## src/rtl/one_hot_decade_counter.sv

```systemverilog
// One-hot decade counter with built-in prescaler and cascade carry.
// Define HOLD_AT_LIMIT_EN to saturate at 9/0 instead of wrapping.
module one_hot_decade_counter #(
    parameter int DIV = 50000000,
    parameter int CW  = 26
) (
    input  logic       clk,
    input  logic       reset,
    input  logic       en,
    input  logic       up,
    input  logic       load,
    input  logic [3:0] load_val,
    output logic [9:0] hot,
    output logic       carry
);

    localparam logic [CW-1:0] PSC_LAST = CW'(DIV - 1);

    logic [9:0]    r_hot;
    logic          r_carry;
    logic [CW-1:0] r_psc;

    logic [9:0]    w_next_hot;
    logic          w_next_carry;
    logic [CW-1:0] w_next_psc;
    logic [9:0]    w_load_hot;
    logic          w_onehot;
    logic          w_step;

`ifdef HOLD_AT_LIMIT_EN
    logic r_held;
    logic w_next_held;
`endif

    // Exactly one bit set: nonzero and clearing the lowest set bit leaves zero.
    assign w_onehot   = (r_hot != 10'd0) && ((r_hot & (r_hot - 10'd1)) == 10'd0);
    assign w_step     = en && (r_psc == PSC_LAST);
    assign w_load_hot = (load_val <= 4'd9) ? (10'd1 << load_val) : 10'd1;

    always_comb begin
        w_next_hot   = r_hot;
        w_next_carry = 1'b0;
        w_next_psc   = r_psc;
`ifdef HOLD_AT_LIMIT_EN
        w_next_held  = r_held;
`endif
        if (load) begin
            w_next_hot  = w_load_hot;
            w_next_psc  = '0;
`ifdef HOLD_AT_LIMIT_EN
            w_next_held = 1'b0;
`endif
        end else begin
            if (en)
                w_next_psc = w_step ? '0 : r_psc + CW'(1);
            if (!w_onehot) begin
                w_next_hot  = 10'd1;
`ifdef HOLD_AT_LIMIT_EN
                w_next_held = 1'b0;
`endif
            end else if (w_step) begin
                if (up && r_hot[9]) begin
`ifdef HOLD_AT_LIMIT_EN
                    // Carry only on the first blocked attempt at the limit.
                    w_next_carry = ~r_held;
                    w_next_held  = 1'b1;
`else
                    w_next_hot   = 10'd1;
                    w_next_carry = 1'b1;
`endif
                end else if (!up && r_hot[0]) begin
`ifdef HOLD_AT_LIMIT_EN
                    w_next_carry = ~r_held;
                    w_next_held  = 1'b1;
`else
                    w_next_hot   = 10'h200;
                    w_next_carry = 1'b1;
`endif
                end else begin
                    w_next_hot = up ? {r_hot[8:0], 1'b0} : {1'b0, r_hot[9:1]};
`ifdef HOLD_AT_LIMIT_EN
                    w_next_held = 1'b0;
`endif
                end
            end
        end
    end

    always_ff @(posedge clk) begin
        if (reset) begin
            r_hot   <= 10'd1;
            r_carry <= 1'b0;
            r_psc   <= '0;
`ifdef HOLD_AT_LIMIT_EN
            r_held  <= 1'b0;
`endif
        end else begin
            r_hot   <= w_next_hot;
            r_carry <= w_next_carry;
            r_psc   <= w_next_psc;
`ifdef HOLD_AT_LIMIT_EN
            r_held  <= w_next_held;
`endif
        end
    end

    assign hot   = r_hot;
    assign carry = r_carry;

endmodule
```

## config.mk

```make
export PLATFORM = sky130hd
export DESIGN_NAME = one_hot_decade_counter
export DESIGN_NICKNAME = d
export VERILOG_FILES = /design/src/rtl/one_hot_decade_counter.sv
export SDC_FILE = /design/constraint.sdc
export NUM_CORES = 1
export LEC_CHECK = 0
export BUFFER_PORTS_ARGS = -buffer_cell sky130_fd_sc_hd__buf_2
export CORE_ASPECT_RATIO = 1.1
export CORE_MARGIN = 1.5
export CORE_UTILIZATION = 58
export DETAILED_ROUTE_END_ITERATION = 16
export PLACE_DENSITY = 0.8
export SKIP_CTS_REPAIR_TIMING = 1
export SYNTH_ARGS = -nofsm -noshare
export SYNTH_HDL_FRONTEND = slang
export SYNTH_SLANG_ARGS = --single-unit
```

## constraint.sdc

```tcl
create_clock -name clk -period 3.06 [get_ports clk]
set_clock_uncertainty 0.1 [all_clocks]
set_input_delay 0.459 -clock clk [delete_from_list [all_inputs] [get_ports clk]]
set_output_delay 0.459 -clock clk [all_outputs]
set_load 0.02 [all_outputs]
```

==> impl_summary.log <==
INFO  metric outcome = finished clean
INFO  metric hpwl = 3.15 mm
INFO  metric grt_max_degree = 23
INFO  metric hold_viol = 0
INFO  metric max_clock_buf_depth = 2
INFO  metric comb_power_share = 42.7%
INFO  metric fmaxAchievable = 0.350 GHz
INFO  metric hold-worst-slack = 0.316 ns
INFO  metric worst_r2r_path_cells = 6
INFO  metric prevailing_post_synth_register_cell = sky130_fd_sc_hd__dfxtp_1
INFO  metric power.switching_fraction = 42.3%
INFO  metric critical_path.startpoint_type = flip-flop
INFO  metric port_buffers = 19
INFO  metric worst_ir_drop_vdd = 708 µV
INFO  metric holdCritPathClass = in -> reg
INFO  metric wl_per_cell = 15.0 µm
INFO  metric design.core.area = 0.00313 mm²
INFO  metric power.internal = 966 µW
INFO  metric die_h = 63.8 µm
INFO  metric setup_slack_of_the_most_critical_reg_to_reg_path = 0.20 ns
INFO  metric tritoncts = done
INFO  metric grtUsageTotal = 25.9%
INFO  metric synth_nets = 244
INFO  metric grt_overflow_total = 0
INFO  metric gp_routability_congestion = 0.847
INFO  metric drt_pass1_iterations = 4
INFO  metric wl = 4.34 mm
INFO  metric syn_area = 0.00195 mm²
INFO  metric global_route_wire_length_before_repair = 7.54 mm
INFO  metric synth_top_area_share = 37.9%
INFO  metric p_clk_share = 16.2%
INFO  metric seq_cells_post_synth = 37
INFO  metric crit-reg2reg-launch = hot[3]$_SDFFE_PP0P_
INFO  metric synthesis.instances = 234
INFO  metric seq_area_frac_synth = 37.9%
INFO  metric drive_gt1_share = 14.8%
INFO  metric crit_required = 3.21 ns
INFO  metric antenna_cells_inserted = 0
INFO  metric antenna_left = 0
INFO  metric worst_slew_margin_rel = 60.3%
INFO  metric leakagePower = 0.798 nW
INFO  metric async_flop_share = 0%
INFO  metric finalCriticalPeriod = 2.86 ns
INFO  metric drtIter0Drc = 115
INFO  metric post_dp_cell_area = 0.00208 mm²
INFO  metric synth.distinct_cells = 39
INFO  metric timing_max_transition_violations_final = 0
INFO  metric htree_levels = 2
INFO  metric ys_warn_count = 0
INFO  metric number_of_stages_on_the_worst_hold_path = 3
INFO  metric avgViaCountPerCell = 6.22
INFO  metric min_from = en
INFO  metric via_count = 1,804
INFO  metric arrival = 3.01 ns
INFO  metric clkSlewWorstSetupHoldPaths = 0.11 ns
INFO  metric setup_viol = 0
INFO  metric critPathCaptureType = flip-flop
INFO  metric dieArea = 0.00372 mm²
INFO  metric crit_fanout = 10
INFO  metric cts-buffers-inserted = 5
INFO  metric slowest_stage = sky130_fd_sc_hd__or4_4
INFO  metric initial_core_util = 62.4%
INFO  metric maxCapViolCount = 0
INFO  metric synth_edf_count = 0
INFO  metric crit_type = reg -> reg
INFO  metric drc = 0
INFO  metric first_global_vias = 1,670
INFO  metric grt_antenna_before_repair = 0
INFO  metric synth_top_cell_by_area = sky130_fd_sc_hd__dfxtp_1
INFO  metric power_density = 783 mW/mm²
INFO  metric crit_path_max_incr_delay = 0.57 ns
INFO  metric p_seq_share = 41.1%
INFO  metric crit_chain = or4_4, nor4_2, mux2i_1, or4_1, or2_0, o221a_1
INFO  metric yosys-top-cells-area = sky130_fd_sc_hd__dfxtp_1 38%, sky130_fd_sc_hd__nor2_1 9.0%, sky130_fd_sc_hd__xor2_1 8.1%
INFO  metric fp.dieW = 58.3 µm
INFO  metric fin_nets = 266
INFO  metric worst_pin_slew = 0.595 ns
INFO  metric numClockSinks = 37
INFO  metric io_pins = 20
INFO  metric final_min_period_over_clock_period = 93.4%
INFO  metric reg2reg_end = hot[4]$_SDFFE_PP0P_
INFO  metric grt_setup_unrepaired = no
INFO  metric final.fill_count = 268
INFO  metric finalInstanceArea = 0.00214 mm²
INFO  metric row_count = 21
INFO  metric power.switching = 709 µW
INFO  metric fin_tns_setup = 0 ns
INFO  metric clock-root-buffer = sky130_fd_sc_hd__clkbuf_4
INFO  metric hold-path-endpoint = r_psc[1]$_SDFFE_PP0P_
INFO  metric clock_latency = 0.35 ns
INFO  metric postSynthAreaPerCell = 8.34 µm²
INFO  metric flow.area_growth_from_synthesis = 9.68%
## how the worst max path moves through the flow
stage | from | to | slack, ns | depth (start not counted)
CTS | hot[3]$_SDFFE_PP0P_ | hot[4]$_SDFFE_PP0P_ | 0.22 | 6
finish | hot[3]$_SDFFE_PP0P_ | hot[4]$_SDFFE_PP0P_ | 0.20 | 6
floorplan | hot[0]$_SDFFE_PP1P_ | hot[9]$_SDFFE_PP0P_ | 0.40 | 7
global placement | hot[0]$_SDFFE_PP1P_ | hot[1]$_SDFFE_PP0P_ | 0.30 | 6
detailed placement | hot[3]$_SDFFE_PP0P_ | hot[4]$_SDFFE_PP0P_ | 0.23 | 6
global route | hot[3]$_SDFFE_PP0P_ | hot[4]$_SDFFE_PP0P_ | 0.04 | 6
## registers in the layout, indices dropped and copies added, names as in the netlist
register and flops:
carry 1, hot 10, r_psc 26
## through the flow
stage | cells | setup slack, ns | utilization (%) | power (mW)
finish | 290 | 0.201 | 68.5 | 1.68
global placement | 283 | 0.296 | 66.6 | 1.40
global route | 290 | 0.0367 | 68.5 | 1.80
floorplan | 234 | 0.399 | - | 1.21
CTS | 290 | 0.220 | 68.5 | 1.67
detailed placement | 283 | 0.234 | 66.6 | 1.40
## logic make-up (layout without fill, tap and decap cells)
kind of cell             after synthesis  count (layout)  synth area share [%]
AO/OA/AOI/OAI                         32              32                  12.4
XOR/XNOR                              23              23                  10.3
adder cells (fa/ha/maj)                1               1                 0.641
buffers and inverters                 10              32                  2.11
flip-flops                            37              37                  37.9
multiplexers                           8               8                  4.42
AND/OR/NAND/NOR                      123             123                  32.1
## layout by cell type, fill, tap and decap left out, drive strengths merged, types with 5 or more instances in the layout
cell type,netlist,routed
xor2,18,18
nand4,9,9
a21oi,13,13
o221a,8,8
clkbuf,6,6
nor4,6,6
nand2,13,13
nor2,47,47
and3,5,5
or4,5,5
dfxtp,37,37
xnor2,5,5
buf,1,22
mux2,5,5
nand3,13,13
nor3,7,7
## routing by layer
metal  vias to the layer above  wire [µm]  global-route usage [%]
li1                        892          -                       -
met4                         0         68                    10.5
met2                        59       2050                    40.7
met5                         -          0                       0
met3                         6        240                    5.87
met1                       847       1980                    33.9
## cell usage after synthesis (all sizes together), types with 2 or more instances
master,number
nor2,47
dfxtp,37
xor2,18
a21oi,13
nand2,13
nand3,13
nand4,9
o221a,8
nor3,7
clkbuf,6
nor4,6
and3,5
mux2,5
or4,5
xnor2,5
and4,3
mux2i,3
nand2b,3
nor4b,3
or2,3
or3,3
a211oi,2
a221oi,2
inv,2
nor2b,2
o21ai,2
o22a,2
## worst max-delay path: cells and delay by family, from the launching register on
family,cells,cell delay [ns]
AO/OA/AOI/OAI,1,0.33
flip-flops,1,0.39
multiplexers,1,0.15
AND/OR/NAND/NOR,4,1.79
## layout make-up
class | count | area [µm²] | area share [%]
Inverter | 3 | 11.3 | 0.526
Timing Repair Buffer | 22 | 118 | 5.49
Sequential cell | 37 | 741 | 34.6
Clock buffer | 6 | 51.3 | 2.40
Multi-Input combinational cell | 187 | 1170 | 54.6
Tap cell | 34 | 42.5 | 1.99
Clock inverter | 1 | 7.51 | 0.351
## power groups by stage
stage / Combinational [mW] / Sequential, mW / Clock (mW)
floorplan: 0.473 / 0.739 / 0
global placement: 0.710 / 0.688 / 0
detailed placement: 0.710 / 0.694 / 0
CTS: 0.712 / 0.683 / 0.277
global route: 0.792 / 0.706 / 0.302
finish: 0.715 / 0.688 / 0.272
(Power assumes the default switching activity.)
